<file path="src/rtl/rf_writeback_unit_pkg.sv">
// rtl/rf_writeback_unit_pkg.sv - shared widths and write-request type for the write-back unit
package rf_writeback_unit_pkg;
  localparam int WB_XLEN = 32;
  localparam int WB_NREG = 32;
  localparam int WB_AW   = $clog2(WB_NREG);

  typedef logic [WB_AW-1:0] reg_addr_t;

  typedef struct packed {
    reg_addr_t            rd;
    logic [WB_XLEN-1:0]   data;
  } wb_req_t;
endpackage

</file>
<file path="src/rtl/rf_writeback_unit_scoreboard.sv">
// rtl/rf_writeback_unit_scoreboard.sv - busy bitmap of in-flight destinations with two read ports
module wb_scoreboard #(
  parameter int NREG = 32,
  parameter int AW   = $clog2(NREG)
) (
  input  logic          clk,
  input  logic          rst,
  input  logic          set_valid,
  input  logic [AW-1:0] set_rd,
  input  logic          clr_valid,
  input  logic [AW-1:0] clr_rd,
  input  logic [AW-1:0] rd_a1,
  input  logic [AW-1:0] rd_a2,
  output logic          a1_busy,
  output logic          a2_busy
);
  logic [NREG-1:0] busy_q, busy_d;

  // Set is applied after clear so a reissued destination stays busy.
  always_comb begin
    busy_d = busy_q;
    if (clr_valid) busy_d[clr_rd] = 1'b0;
    if (set_valid) busy_d[set_rd] = 1'b1;
    busy_d[0] = 1'b0;
  end

  always_ff @(posedge clk or negedge rst) begin
    if (!rst) busy_q <= '0;
    else      busy_q <= busy_d;
  end

  assign a1_busy = busy_q[rd_a1];
  assign a2_busy = busy_q[rd_a2];
endmodule

</file>
<file path="src/rtl/rf_writeback_unit.sv">
// rtl/rf_writeback_unit.sv - register-file write-port arbiter, ALU hold buffer and scoreboard
// Optional operand bypass from the current write is enabled by WB_BYPASS_EN.
module rf_writeback_unit
  import rf_writeback_unit_pkg::*;
#(
  parameter int XLEN = WB_XLEN,
  parameter int NREG = WB_NREG
) (
  input  logic                    clk,
  input  logic                    rst,
  input  logic                    iss_valid,
  input  logic [$clog2(NREG)-1:0] iss_rd,
  input  logic                    alu_valid,
  output logic                    alu_ready,
  input  logic [$clog2(NREG)-1:0] alu_rd,
  input  logic [XLEN-1:0]         alu_data,
  input  logic                    ld_valid,
  input  logic [$clog2(NREG)-1:0] ld_rd,
  input  logic [XLEN-1:0]         ld_data,
  output logic                    rf_we,
  output logic [$clog2(NREG)-1:0] rf_waddr,
  output logic [XLEN-1:0]         rf_wdata,
  input  logic [$clog2(NREG)-1:0] rd_a1,
  input  logic [$clog2(NREG)-1:0] rd_a2,
  output logic                    a1_busy,
  output logic                    a2_busy
`ifdef WB_BYPASS_EN
  ,
  output logic                    fwd1_valid,
  output logic                    fwd2_valid,
  output logic [XLEN-1:0]         fwd1_data,
  output logic [XLEN-1:0]         fwd2_data
`endif
);
  localparam int AW = $clog2(NREG);

  wb_req_t          buf_q, buf_d, wr_req;
  logic             buf_full_q, buf_full_d, wr_valid;
  logic             rf_we_q;
  logic [AW-1:0]    rf_waddr_q;
  logic [XLEN-1:0]  rf_wdata_q;
  logic             sb_a1_busy, sb_a2_busy;

  assign alu_ready = !buf_full_q;

  // Loads always win; an ALU result accepted under a load is parked until the port frees up.
  always_comb begin
    buf_d      = buf_q;
    buf_full_d = buf_full_q;
    wr_valid   = 1'b0;
    wr_req     = '0;
    if (ld_valid) begin
      wr_valid    = 1'b1;
      wr_req.rd   = ld_rd;
      wr_req.data = ld_data;
      if (alu_valid && !buf_full_q) begin
        buf_full_d = 1'b1;
        buf_d.rd   = alu_rd;
        buf_d.data = alu_data;
      end
    end else if (buf_full_q) begin
      wr_valid   = 1'b1;
      wr_req     = buf_q;
      buf_full_d = 1'b0;
    end else if (alu_valid) begin
      wr_valid    = 1'b1;
      wr_req.rd   = alu_rd;
      wr_req.data = alu_data;
    end
  end

  always_ff @(posedge clk or negedge rst) begin
    if (!rst) begin
      buf_q      <= '0;
      buf_full_q <= 1'b0;
      rf_we_q    <= 1'b0;
      rf_waddr_q <= '0;
      rf_wdata_q <= '0;
    end else begin
      buf_q      <= buf_d;
      buf_full_q <= buf_full_d;
      rf_we_q    <= wr_valid && (wr_req.rd != '0);
      if (wr_valid) begin
        rf_waddr_q <= wr_req.rd;
        rf_wdata_q <= wr_req.data;
      end
    end
  end

  assign rf_we    = rf_we_q;
  assign rf_waddr = rf_waddr_q;
  assign rf_wdata = rf_wdata_q;

  wb_scoreboard #(.NREG(NREG)) u_sb (
    .clk       (clk),
    .rst       (rst),
    .set_valid (iss_valid),
    .set_rd    (iss_rd),
    .clr_valid (wr_valid),
    .clr_rd    (wr_req.rd),
    .rd_a1     (rd_a1),
    .rd_a2     (rd_a2),
    .a1_busy   (sb_a1_busy),
    .a2_busy   (sb_a2_busy)
  );

`ifdef WB_BYPASS_EN
  assign fwd1_valid = rf_we_q && (rd_a1 == rf_waddr_q) && (rd_a1 != '0);
  assign fwd2_valid = rf_we_q && (rd_a2 == rf_waddr_q) && (rd_a2 != '0);
  assign fwd1_data  = rf_wdata_q;
  assign fwd2_data  = rf_wdata_q;
  assign a1_busy    = sb_a1_busy && !fwd1_valid;
  assign a2_busy    = sb_a2_busy && !fwd2_valid;
`else
  // Without bypass decode must also wait out the cycle the register file is being written.
  assign a1_busy = sb_a1_busy || (rf_we_q && (rd_a1 == rf_waddr_q));
  assign a2_busy = sb_a2_busy || (rf_we_q && (rd_a2 == rf_waddr_q));
`endif
endmodule
</file>
<file path="config.mk">
export PLATFORM = sky130hd
export DESIGN_NAME = rf_writeback_unit
export DESIGN_NICKNAME = d
export VERILOG_FILES = /design/src/rtl/rf_writeback_unit_pkg.sv /design/src/rtl/rf_writeback_unit_scoreboard.sv /design/src/rtl/rf_writeback_unit.sv
export SDC_FILE = /design/constraint.sdc
export NUM_CORES = 1
export LEC_CHECK = 0
export CAP_MARGIN = 5
export CORE_MARGIN = 10
export CORE_UTILIZATION = 50
export DETAILED_ROUTE_END_ITERATION = 16
export PLACE_DENSITY = 0.87
export SLEW_MARGIN = 20
export SYNTH_ARGS = -nofsm -noshare
export SYNTH_HDL_FRONTEND = slang
export SYNTH_SLANG_ARGS = --single-unit
</file>
<file path="constraint.sdc">
create_clock -name clk -period 2.9 [get_ports clk]
set_input_delay 0.58 -clock clk [delete_from_list [all_inputs] [get_ports clk]]
set_output_delay 0.58 -clock clk [all_outputs]
set_load 0.05 [all_outputs]
</file>
# Word-level counts from Yosys, hierarchy flattened

Cells that the tools add are included.

RAM bits: 0
Logic and storage cells: 48
ROM bits: 0
Register bits after elaboration: 107
Input port bits: 94
Output and inout port bits: 41
Latch bits: 0
Memories kept: 0

Eq/ne operators: 3
Reduce and logical (&&, ||, !) cells: 11
Divide/modulo/power cells: 0
Shifts and indexed selects: 0
Order comparisons: 6
Muxes and demuxes: 18
Multipliers: 0
Bitwise operators: 3
Add/sub/neg operators: 0

Operators by type and width:

| operator                                             | number |
|---|---|
| 2-to-1 mux 37 bit                                    | 3 |
| 2-to-1 mux 32 bit                                    | 2 |
| bitwise AND 32 bit                                   | 1 |
| inverter 32 bit                                      | 1 |
| OR 32 bit                                            | 1 |
| < comparator 5 x 6 -> 1 bit (second input constant)  | 4 |
| binary-select mux 1 bit (select 5 bit)               | 2 |
| demux 1 bit (select 5 bit)                           | 2 |
| equality test 5 bit                                  | 2 |
| >= comparator 5 x 1 -> 1 bit (second input constant) | 2 |
| 2-to-1 mux 1 bit                                     | 9 |
| logical AND 1 bit                                    | 6 |
| nonzero test 5 bit                                   | 1 |
| logical OR 1 bit                                     | 2 |
| != test 2 x 1 -> 1 bit (second input constant)       | 1 |
| AND reduction 2 bit                                  | 1 |
| zero test 1 bit                                      | 1 |

# Longest topological paths before layout

Depth after elaboration: 12
Mapped depth: 6
Gate-level depth less buffers: 4

# By module

From an unflattened synthesis, not the netlist that was laid out.

Cells, all modules: 469
Area, all modules: 5180.0 µm²

By module, submodules not included:

| module            | area each (µm²) | cells each | times used | sequential area each (µm²) |
|---|---|---|---|---|
| rf_writeback_unit | 3338.2          | 276        | 1          | 1901.8 |
| wb_scoreboard     | 1841.8          | 193        | 1          | 775.7 |

# Worst setup path before layout

Ideal clock, no wire load.

Kind: input port to output port
Start point: input port rd_a2[1]
End point: output port a2_busy
Slack: -0.244 ns
Stages on the path: 5
Buffers on the path: 1
Data arrival time: 2.564 ns
Required time: 2.320 ns
Cell sequence: buf_4 > mux2i_1 > mux4_2 > o21a_1 > o21ai_0

Cells in the longest elaborated chain, start to end: 3
Elaborated cells on any way between the ends: 5
Classes of those cells: eq/ne (1); mux (2); reduce/logical (2)

Ends and longest elaborated chain:

| item                                                                          | line                                                         | text |
|---|---|---|
| start: declaration                                                            | rf_writeback_unit.sv:24                                      | `input logic [$clog2(NREG)-1:0] rd_a2,` |
| binary-select mux 1 bit (select 5 bit) or equality test 5 bit (tied branches) | rf_writeback_unit_scoreboard.sv:33, rf_writeback_unit.sv:117 |  |
| 2-to-1 mux 1 bit (implied by the code) or logical AND 1 bit (tied branches)   | rf_writeback_unit_scoreboard.sv:33, rf_writeback_unit.sv:117 |  |
| logical OR 1 bit *                                                            | rf_writeback_unit.sv:117                                     | `assign a2_busy = sb_a2_busy \|\| (rf_we_q && (rd_a2 == rf_waddr_q));` |
| end: declaration                                                              | rf_writeback_unit.sv:26                                      | `output logic a2_busy` |

Every way passes the cells marked *; elsewhere a longest branch is shown, timed or not. The select of a mux whose other input is x is not followed.

# Final worst setup path

Ends and elaborated chain as after synthesis.

==> results.sh <==
export IMPL_drive_gt1_share_pct=16.5
export IMPL_register_area_sq_mm=0.00268
export IMPL_cts_max_path_buffers=2
export IMPL_pwr_share_comb_pct=30.0
export IMPL_numCtsBuffers=9
export IMPL_clock_sinks=107
export IMPL_grt_usage_pct=21.2
export IMPL_nNetsFinal=756
export IMPL_grt_pass1_vias=5345
export IMPL_final_antenna_net_count=0
export IMPL_drt_first_pass_iters=5
export IMPL_ys_ff_latch=107
export IMPL_ir_worst_vdd_uv=398
export IMPL_routed_via_density=6.21
export IMPL_vias=5012
export IMPL_synth_area_top_cells="dfrtp_1, mux2_2, o22ai_1"
export IMPL_grt_pass1_wl_um=27700
export IMPL_p_int_mw=2.63
export IMPL_post_route_drc_count=0
export IMPL_async_flop_share_pct=100
export IMPL_gp_congestion=0.946
export IMPL_syn_area_sq_mm=0.00553
export IMPL_h_tree_depth=3
export IMPL_initial_core_util_pct=51.0
export IMPL_rows=38
export IMPL_antenna_cells=0
export IMPL_fin_cells=807
export IMPL_cts_tree="built"
export IMPL_p_switching_mw=1.33
export IMPL_dp_slack_ns=-0.143
export IMPL_fin_setup_tns_ns=0
export IMPL_final_cell_mix="clkdlybuf4s50_1, dfrtp_1, o22ai_1"
export IMPL_maxSlewHeadroom_pct=56.9
export IMPL_pwr_share_clk_pct=22.4
export IMPL_ys_warn_count=0
export IMPL_wire_per_inst_um=20.8
export IMPL_timing_hold_ws_ns=0.227
export IMPL_synth_nets=624
export IMPL_dr_first_iter_drc_count=293
export IMPL_num_fill_cells=833
export IMPL_syn_avg_cell_area_sq_um=10.4
export IMPL_rsz0062_at_grt="false"
export IMPL_area_delta_synth_final_pct=31.7
export IMPL_max_freq_mhz=357
export IMPL_final_common_cell="clkdlybuf4s50_1"
export IMPL_finalHoldViolations=0
export IMPL_end_kind="output port"
export IMPL_postSynthCellCount=530
export IMPL_min_delay_path_class="input port to asynchronous set/reset pin"
export IMPL_ys_types=44
export IMPL_path_max_fanout=8
export IMPL_clk_pin_slew_ns=0.10
export IMPL_worst_ep_arrival_time_ns=2.22
export IMPL_synth_edff_count=0
export IMPL_grt_max_degree=59
export IMPL_postLayoutCoreUtil_pct=67.2
export IMPL_cp_start_kind="input port"
export IMPL_clk_latency_ns=0.37
export IMPL_multiInputGateArea_sq_mm=0.00260
export IMPL_dp_hpwl_um=12700
export IMPL_min_period_over_period_pct=96.7
export IMPL_skew_ns=0.00992
export IMPL_pin_count=135
export IMPL_worst_slack_ns=0.0967
export IMPL_antenna_found_initial=0
export IMPL_seq_power_share_pct=47.5
export IMPL_placed_cells_incl_taps=791
export IMPL_crit_slowest_cell="mux4_2"
export IMPL_yosysTopAreaCellShare_pct=48.4
export IMPL_holdBufCountCts=0
export IMPL_p_per_area_mw_per_mm2=544
export IMPL_path_cells="dlygate4sd2_1 -> buf_12 -> buf_4 -> mux2i_1 -> mux4_2 -> o21a_1 -> o21ai_2 -> buf_6"
export IMPL_critPathKind="input port to output port"
export IMPL_core_sq_mm=0.0108
export IMPL_synth_top_cell_by_area="dfrtp_1"
export IMPL_drv_slew=0
export IMPL_wl_um=16800
export IMPL_die_area_sq_mm=0.0157
export IMPL_post_cts_buffers=0
export IMPL_root_buffer="clkbuf_8"
export IMPL_grt_overflow_total=0
export IMPL_status="completed"
export IMPL_die_w_um=125
export IMPL_io_buffers=134
export IMPL_max_cap_violations=0
export IMPL_fin_crit_ns=2.80
export IMPL_setup_viol=0
export IMPL_ys_flop_type="dfrtp_1"
export IMPL_ys_seq_area_share_pct=48.4
export IMPL_p_sw_share_pct=33.6
export IMPL_p_leak_nw=2.97
export IMPL_critPathMaxStageDelay_ns=0.47
export IMPL_worstPathRequired_ns=2.32
export IMPL_tightest_slew_ns=0.647
export IMPL_die_h_um=125
==> synth_stat cells, types with 3 or more instances <==
library cell	count
nor2_1	18
o211ai_1	21
a221oi_1	3
and3b_1	4
buf_1	4
dfrtp_1	107
a31o_2	5
nor4_1	12
mux4_2	10
inv_1	22
mux2_2	40
o21ai_0	22
a31oi_1	5
a21oi_1	42
nor2b_1	14
o22ai_1	65
nor3_1	11
nand3b_1	5
nand2_1	41
buf_2	13
nand3_1	5
mux2i_1	11
clkbuf_1	16
xor2_1	8
nor3b_1	3
==> what timing repair did <==
item	4_1_cts	5_1_grt
resized for setup	8	6
gates cloned	0	0
setup endpoints to repair	2	2
==> power by group through the flow <==
stage / logic (mW) / registers (mW) / clock network, mW
3_5_place_dp: 1.18 / 1.90 / 0
3_3_place_gp: 1.13 / 1.89 / 0
4_1_cts: 1.19 / 1.88 / 0.891
5_1_grt: 1.28 / 1.90 / 0.956
2_1_floorplan: 0.529 / 2.05 / 0
6_report: 1.19 / 1.88 / 0.889
==> kinds of logic (layout without fill, tap and decap cells) <==
group,Yosys count,count (layout),synth area share [%]
flops,107,107,48.4
xor+xnor,10,10,1.58
simple gates,123,123,11.5
compound gates,167,167,18.5
mux,63,63,15.2
buf+inv,60,197,4.89
==> layer usage <==
metal | wire length [um] | vias to the layer above | track usage (%)
met5 | 0 | - | 0
met2 | 7900 | 258 | 34.0
met4 | 439 | 0 | 9.08
met3 | 1930 | 45 | 8.53
met1 | 6550 | 2463 | 24.7
li1 | - | 2246 | -
==> state kept, by name (all words and copies together) (netlist names) <==
name	count
buf_full_q	1
rf_wdata	32
u_sb.busy_q	31
rf_waddr	5
buf_q	37
rf_we	1
==> metrics by stage <==
stage                     area (sq um)  total power, mW
after global routing              7280             4.14
after detailed placement          7060             3.08
after global placement            7060             3.02
after CTS                         7270             3.95
final                             7280             3.96
after floorplan                   5530             2.58
==> path summary, 6_finish.rpt <==
path / from / to / slack (ns) / depth (start not counted)
setup / recovery: rd_a2[1] / a2_busy / 0.1 / 8
hold / removal: rst / rf_wdata[21] / 0.23 / 1
setup reg to reg: buf_full_q / rf_wdata[29] / 1.01 / 6
hold reg to reg: buf_q[29] / buf_q[29] / 0.52 / 1
max in group asynchronous: rst / rf_wdata[30] / 1.92 / 2
min in group clk: buf_q[29] / buf_q[29] / 0.52 / 1
==> area by class of cell <==
class / count / area share (%)
flip-flops and latches: 107 / 36.8
multi-input cells: 363 / 35.7
inverters: 23 / 1.19
clock buffers: 13 / 2.32
clock inverters: 3 / 0.292
well taps: 140 / 2.41
repair buffers: 158 / 21.3
==> critical path: cells and delay by family <==
| kind | cells | cell delay, ns |
|---|---|---|
| compound gates | 2 | 0.35 |
| buf+inv | 4 | 0.71 |
| mux | 2 | 0.58 |
No activity file was read; power rests on OpenSTA's default activity.
